$ cat config.mk
export PLATFORM = sky130hd
export DESIGN_NAME = weight_loader
export DESIGN_NICKNAME = d
export VERILOG_FILES = /design/src/rtl/systolic_pkg.sv /design/src/rtl/weight_loader.sv
export SDC_FILE = /design/constraint.sdc
export NUM_CORES = 1
export LEC_CHECK = 0
export ABC_CLOCK_PERIOD_IN_PS = 6500
export CAP_MARGIN = 0
export CORE_AREA = 3 3 111 113
export DETAILED_ROUTE_END_ITERATION = 12
export DIE_AREA = 0 0 114 116
export GPL_TIMING_DRIVEN = 0
export PLACE_DENSITY = 0.73
export SLEW_MARGIN = 20
export SYNTH_ARGS = -nofsm -noshare
export SYNTH_HDL_FRONTEND = slang
export SYNTH_SLANG_ARGS = --single-unit
$ cat constraint.sdc
create_clock -name clk -period 6.5 [get_ports clk]
set_input_delay 1.3 -clock clk [delete_from_list [all_inputs] [get_ports clk]]
set_output_delay 1.3 -clock clk [all_outputs]
set_load 0.005 [all_outputs]
$ cat src/rtl/systolic_pkg.sv
// ---------------------------------------------------------------------------
// systolic_pkg
// Definitions shared by the systolic-array blocks:
//   ARRAY_DIM / WEIGHT_W / WMEM_AW : default array edge, lane width and
//                                    weight-memory address width
//   FLAG_IDLE / FLAG_SHIFT / FLAG_COMMIT : MMU weight-control encodings
//   wl_state_e                     : weight_loader FSM states
//   clamp_size()                   : clamps a requested tile size to the array
// ---------------------------------------------------------------------------
package systolic_pkg;

  localparam int ARRAY_DIM = 16;
  localparam int WEIGHT_W  = 8;
  localparam int WMEM_AW   = 10;

  localparam logic [1:0] FLAG_IDLE   = 2'b00;
  localparam logic [1:0] FLAG_SHIFT  = 2'b01;
  localparam logic [1:0] FLAG_COMMIT = 2'b10;

  typedef enum logic [1:0] {
    ST_IDLE   = 2'd0,
    ST_RUN    = 2'd1,
    ST_DRAIN  = 2'd2,
    ST_COMMIT = 2'd3
  } wl_state_e;

  // Oversized requests are treated as a full-array tile.
  function automatic logic [4:0] clamp_size(input logic [4:0] sz,
                                            input logic [4:0] max_sz);
    return (sz > max_sz) ? max_sz : sz;
  endfunction

endpackage : systolic_pkg

$ cat src/rtl/weight_loader.sv
// ---------------------------------------------------------------------------
// weight_loader
// Streams one NxN weight tile from the weight memory into the MMU, last row
// first, then commits it.
//
// Ports
//   clk         : sole clock, rising edge
//   rst         : asynchronous, active-low reset
//   start       : load request, only looked at while idle
//   gemm_size   : tile size N (0 -> commit only, >ARRAY_DIM -> ARRAY_DIM)
//   base_addr   : address of tile row 0
//   wmem_rd     : weight memory read strobe
//   wmem_addr   : weight memory read address (0 when not reading)
//   wmem_data   : read data, valid the cycle after wmem_rd; lane i at
//                 [WEIGHT_W*i +: WEIGHT_W]
//   weight1..16 : row lanes to the MMU, zero unless flag is SHIFT
//   flag        : 00 idle, 01 shift row in, 10 commit tile
//   busy        : high from the cycle after start through the commit cycle
//   done        : one-cycle pulse with the commit
//
// Build option
//   WEIGHT_LOADER_COL_MASK_EN : when defined, lanes with index >= N are
//                               forced to zero during shift cycles.
// ---------------------------------------------------------------------------
module weight_loader #(
  parameter int ARRAY_DIM = systolic_pkg::ARRAY_DIM,
  parameter int WEIGHT_W  = systolic_pkg::WEIGHT_W,
  parameter int WMEM_AW   = systolic_pkg::WMEM_AW
) (
  input  logic                          clk,
  input  logic                          rst,
  input  logic                          start,
  input  logic [4:0]                    gemm_size,
  input  logic [WMEM_AW-1:0]            base_addr,
  output logic                          wmem_rd,
  output logic [WMEM_AW-1:0]            wmem_addr,
  input  logic [ARRAY_DIM*WEIGHT_W-1:0] wmem_data,
  output logic [WEIGHT_W-1:0]           weight1,
  output logic [WEIGHT_W-1:0]           weight2,
  output logic [WEIGHT_W-1:0]           weight3,
  output logic [WEIGHT_W-1:0]           weight4,
  output logic [WEIGHT_W-1:0]           weight5,
  output logic [WEIGHT_W-1:0]           weight6,
  output logic [WEIGHT_W-1:0]           weight7,
  output logic [WEIGHT_W-1:0]           weight8,
  output logic [WEIGHT_W-1:0]           weight9,
  output logic [WEIGHT_W-1:0]           weight10,
  output logic [WEIGHT_W-1:0]           weight11,
  output logic [WEIGHT_W-1:0]           weight12,
  output logic [WEIGHT_W-1:0]           weight13,
  output logic [WEIGHT_W-1:0]           weight14,
  output logic [WEIGHT_W-1:0]           weight15,
  output logic [WEIGHT_W-1:0]           weight16,
  output logic [1:0]                    flag,
  output logic                          busy,
  output logic                          done
);
  import systolic_pkg::*;

  // The MMU interface has a fixed set of 16 lane ports.
  localparam int NUM_LANES = 16;

  wl_state_e          state_reg, state_next;
  logic [4:0]         n_clamp;
  logic [4:0]         cnt_reg;
  logic [WMEM_AW-1:0] addr_reg;
  logic               rd_valid_reg;   // a read was issued last cycle
  logic               shift_en;
  logic [WEIGHT_W-1:0] lane_out [NUM_LANES];

`ifdef WEIGHT_LOADER_COL_MASK_EN
  logic [4:0]         n_reg;
`endif

  assign n_clamp = clamp_size(gemm_size, 5'(ARRAY_DIM));

  // ---------------- state register ----------------
  always_ff @(posedge clk or negedge rst) begin
    if (!rst) state_reg <= ST_IDLE;
    else      state_reg <= state_next;
  end

  // ---------------- next state and outputs ----------------
  always_comb begin
    state_next = state_reg;
    wmem_rd    = 1'b0;
    wmem_addr  = '0;
    flag       = FLAG_IDLE;
    busy       = 1'b0;
    done       = 1'b0;
    case (state_reg)
      ST_IDLE: begin
        if (start) state_next = (n_clamp == 5'd0) ? ST_COMMIT : ST_RUN;
      end
      ST_RUN: begin
        wmem_rd   = 1'b1;
        wmem_addr = addr_reg;
        busy      = 1'b1;
        // First RUN cycle has no returned row yet.
        flag      = rd_valid_reg ? FLAG_SHIFT : FLAG_IDLE;
        if (cnt_reg == 5'd0) state_next = ST_DRAIN;
      end
      ST_DRAIN: begin
        // Receives the row for the final (base_addr) read.
        busy       = 1'b1;
        flag       = FLAG_SHIFT;
        state_next = ST_COMMIT;
      end
      ST_COMMIT: begin
        busy       = 1'b1;
        done       = 1'b1;
        flag       = FLAG_COMMIT;
        state_next = ST_IDLE;
      end
      default: state_next = ST_IDLE;
    endcase
  end

  // ---------------- address / row counter ----------------
  always_ff @(posedge clk or negedge rst) begin
    if (!rst) begin
      cnt_reg      <= '0;
      addr_reg     <= '0;
      rd_valid_reg <= 1'b0;
`ifdef WEIGHT_LOADER_COL_MASK_EN
      n_reg        <= '0;
`endif
    end else begin
      rd_valid_reg <= (state_reg == ST_RUN);
      if (state_reg == ST_IDLE && start) begin
        // Walk from the last row down to row 0; wraps modulo 2^WMEM_AW.
        // For N=0 the counter is never used.
        cnt_reg  <= n_clamp - 5'd1;
        addr_reg <= base_addr + WMEM_AW'(n_clamp) - WMEM_AW'(1);
`ifdef WEIGHT_LOADER_COL_MASK_EN
        n_reg    <= n_clamp;
`endif
      end else if (state_reg == ST_RUN) begin
        cnt_reg  <= cnt_reg - 5'd1;
        addr_reg <= addr_reg - WMEM_AW'(1);
      end
    end
  end

  // ---------------- lane steering ----------------
  // Memory data already carries the 1-cycle latency, so rows are forwarded
  // combinationally while flag is SHIFT and zeroed otherwise.
  assign shift_en = (flag == FLAG_SHIFT);

  for (genvar gi = 0; gi < NUM_LANES; gi++) begin : g_lane
    logic [WEIGHT_W-1:0] lane_raw;
    logic                lane_keep;

    if (gi < ARRAY_DIM) begin : g_present
      assign lane_raw = wmem_data[gi*WEIGHT_W +: WEIGHT_W];
    end else begin : g_absent
      assign lane_raw = '0;
    end

`ifdef WEIGHT_LOADER_COL_MASK_EN
    assign lane_keep = (5'(gi) < n_reg);
`else
    assign lane_keep = 1'b1;
`endif

    assign lane_out[gi] = (shift_en && lane_keep) ? lane_raw : '0;
  end

  assign weight1  = lane_out[0];
  assign weight2  = lane_out[1];
  assign weight3  = lane_out[2];
  assign weight4  = lane_out[3];
  assign weight5  = lane_out[4];
  assign weight6  = lane_out[5];
  assign weight7  = lane_out[6];
  assign weight8  = lane_out[7];
  assign weight9  = lane_out[8];
  assign weight10 = lane_out[9];
  assign weight11 = lane_out[10];
  assign weight12 = lane_out[11];
  assign weight13 = lane_out[12];
  assign weight14 = lane_out[13];
  assign weight15 = lane_out[14];
  assign weight16 = lane_out[15];

endmodule : weight_loader

==> qor.txt <==
Run status: complete, no violations
Synthesized net count: 506
Power Internal: 0.001108 W
Clock power frac: 7.5%
DRC viols: 0
Placer's final routability congestion estimate: 0.8384
Crit path launch type: flop
Max-slew violations: 0
Placed cells: 770
TritonCTS clock tree: yes
HPWL after DPL: 12,870 µm
Die H: 116 µm
Chip Width: 114 µm
Crit-path max FO: 10
First-pass GRT wire length: 19,170 µm
Peak VDD IR: 0.1349 mV
# Post-CTS Setup Buffers: 0
Relative slew slack: 46.73%
Port Buffers: 288
ANT nets after route: 0
Netlist cell types: 41
Initial core utilization: 22.10%
Clock tree root driver cell: clkbuf_16
Area Overhead vs Synth: 124.8%
Main area contributors after synthesis: and2_1 34%, dfrtp_1 18%, ha_1 9.9%, inv_1 3.9%, xor2_1 3.5%
Max FFs per register: 10
Largest net degree at the start of global routing: 19
FILL cells: 1,076
TritonCTS Sinks: 18
CP arrival: 3.12 ns
RSZ-0062 raised after global routing: false
Worst Slack Setup Final: 2.083 ns
Worst Skew: 0.002361 ns
NetSw: 0.0006706 W
WL final: 14,000 µm
Antenna cells: 0
Most common cell in the netlist: and2_1
FF+latch count, synth: 18
# setup viols final: 0
Post-synth ARST share: 100.0%
DR pass1 iterations: 4
Max_cap viols: 0
Comb power frac: 79.5%
Setup CP Type: reg -> out
Post-CTS sizing: 0
Sw Ratio: 37.70%
Power per cell area: 313.4 nW/µm²
Least-Margin Pin Slew: 0.7966 ns
Total gr overflow: 0
Hold buffer count at cts: 0
Synthesized area: 2524 µm²
Starting DRT DRC Count: 136
Clock tree buffer depth: 2
Vias: 3,366
Area of the core: 11,420 µm²
Yosys warns: 0
I/O pin total: 289
Tot Pwr: 0.001779 W
Area leader, netlist: and2_1
Synth top cells by count: 137 x and2_1, 26 x inv_1, 20 x ha_1
Seq pwr share: 13.1%
Die ar.: 13,220 µm²
H-tree depth: 1
Site Rows: 39
Max frequency: 226.4 MHz
Vias in the first global route: 3,259
Final-report hold violation count: 0
Vias per inst: 4.349
Nets: 799
Avg Cell Area, Syn: 7.444 µm²
CTS clk-pin slew, worst paths: 0.05 ns
Initial antenna violation count: 7
Worst setup EP type: output port
Period Utilization, post-route: 67.95%
Layout cells sized above 1: 2.536%
Setup WS pre-CTS: 2.274 ns
Cell count after synthesis: 339
Routed len/inst: 18.08 µm
Main synth FF type: dfrtp_1
Sequential-to-total area share from yosys stat: 17.85%
GRT Total Usage: 18.95%
Worst skew pair latency: 0.25 ns
CP required: 5.20 ns
Min cycle time layout: 4.417 ns
Setup TNS: 0 ns
Post-synth top area share: 33.96%
CTS buffer count: 3
Post-synth EDFFs: 0
Fin cells: 774
Leakage power: 2.286 nW
Worst Hold Class: reg -> reg
-- placed cells by master, fill, tap and decap left out, types with 3 or more instances in the layout --
cell and instances:
nor2_1 10, nor3_1 9, ha_1 20, dfrtp_1 18, inv_1 26, o22ai_1 3
nand2_1 14, clkbuf_16 3, nand2b_1 3, o21ai_0 12, o21a_1 3, clkbuf_1 17
clkdlybuf4s50_1 288, mux2i_1 3, xnor2_1 9, and2_1 137, xor2_1 10, a211oi_1 3
a21oi_1 9
-- worst paths after layout --
kind	from	endpoint	slack, ns	cells after the start
worst max-delay path	state_reg[1]$_DFFE_PN0P_	weight1[0]	2.08	9
min in group asynchronous	rst	addr_reg[9]$_DFFE_PN0P_	1.52	1
worst max register to register	state_reg[0]$_DFFE_PN0P_	cnt_reg[4]$_DFFE_PN0P_	3.99	11
worst min register to register	cnt_reg[1]$_DFFE_PN0P_	cnt_reg[1]$_DFFE_PN0P_	0.55	2
worst min-delay path	cnt_reg[1]$_DFFE_PN0P_	cnt_reg[1]$_DFFE_PN0P_	0.55	2
max in group asynchronous	rst	addr_reg[2]$_DFFE_PN0P_	4.49	1
-- area by class of cell --
cell class                 instances  area [µm²]  share of cell area [%]
tap                              143       178.9                   3.153
multi-input combinational        275        1888                   33.27
buffer                            20       87.58                   1.544
clock buffer                       4       88.84                   1.566
inverter                          26       97.59                   1.720
sequential                        18       450.4                   7.938
timing repair buffer             288        2883                   50.80
-- layer usage --
layer  global-route usage [%]  wire length (µm)
met4                    1.663                50
met5                        0                89
met1                    26.72              6167
met2                    27.67              5877
met3                    8.512              1812
-- critical path, cell delays in order (launching register included) --
cell and delay [ns]:
dfrtp_1 0.39, inv_1 0.16, ha_1 0.28, nand3_1 0.10
o21ai_1 0.15, nor2b_1 0.19, clkbuf_1 0.40, clkbuf_1 0.45
and2_1 0.24, clkdlybuf4s50_1 0.52
-- power groups by stage --
stage | combinational, W | clock [W] | sequential (W)
2_1_floorplan | 0.000602 | 0 | 0.000218
3_3_place_gp | 0.00140 | 0 | 0.000230
3_5_place_dp | 0.00143 | 0 | 0.000234
4_1_cts | 0.00143 | 0.000135 | 0.000232
5_1_grt | 0.00154 | 0.000138 | 0.000243
6_report | 0.00141 | 0.000133 | 0.000232
-- per-stage QoR --
| stage | util [%] | area (µm²) | hold WS, ns |
|---|---|---|---|
| after global routing | 49.69 | 5674 | 0.5834 |
| after CTS | 49.69 | 5674 | 0.5368 |
| after detailed placement | 48.92 | 5585 | 0.5251 |
| after global placement | 48.92 | 5585 | 0.4953 |
| after floorplan | - | 2524 | 0.4725 |
| final | 49.69 | 5674 | 0.5507 |
-- kinds of logic after synthesis --
logic type               count (synthesis)  synth area share, %
adder cells (fa/ha/maj)                 21                10.71
AO/OA/AOI/OAI                           41                10.02
buffers and inverters                   46                7.337
flip-flops                              18                17.85
multiplexers                             4                1.636
XOR/XNOR                                19                6.594
AND/OR/NAND/NOR                        190                45.86
Power figures use the tool's default switching activity.
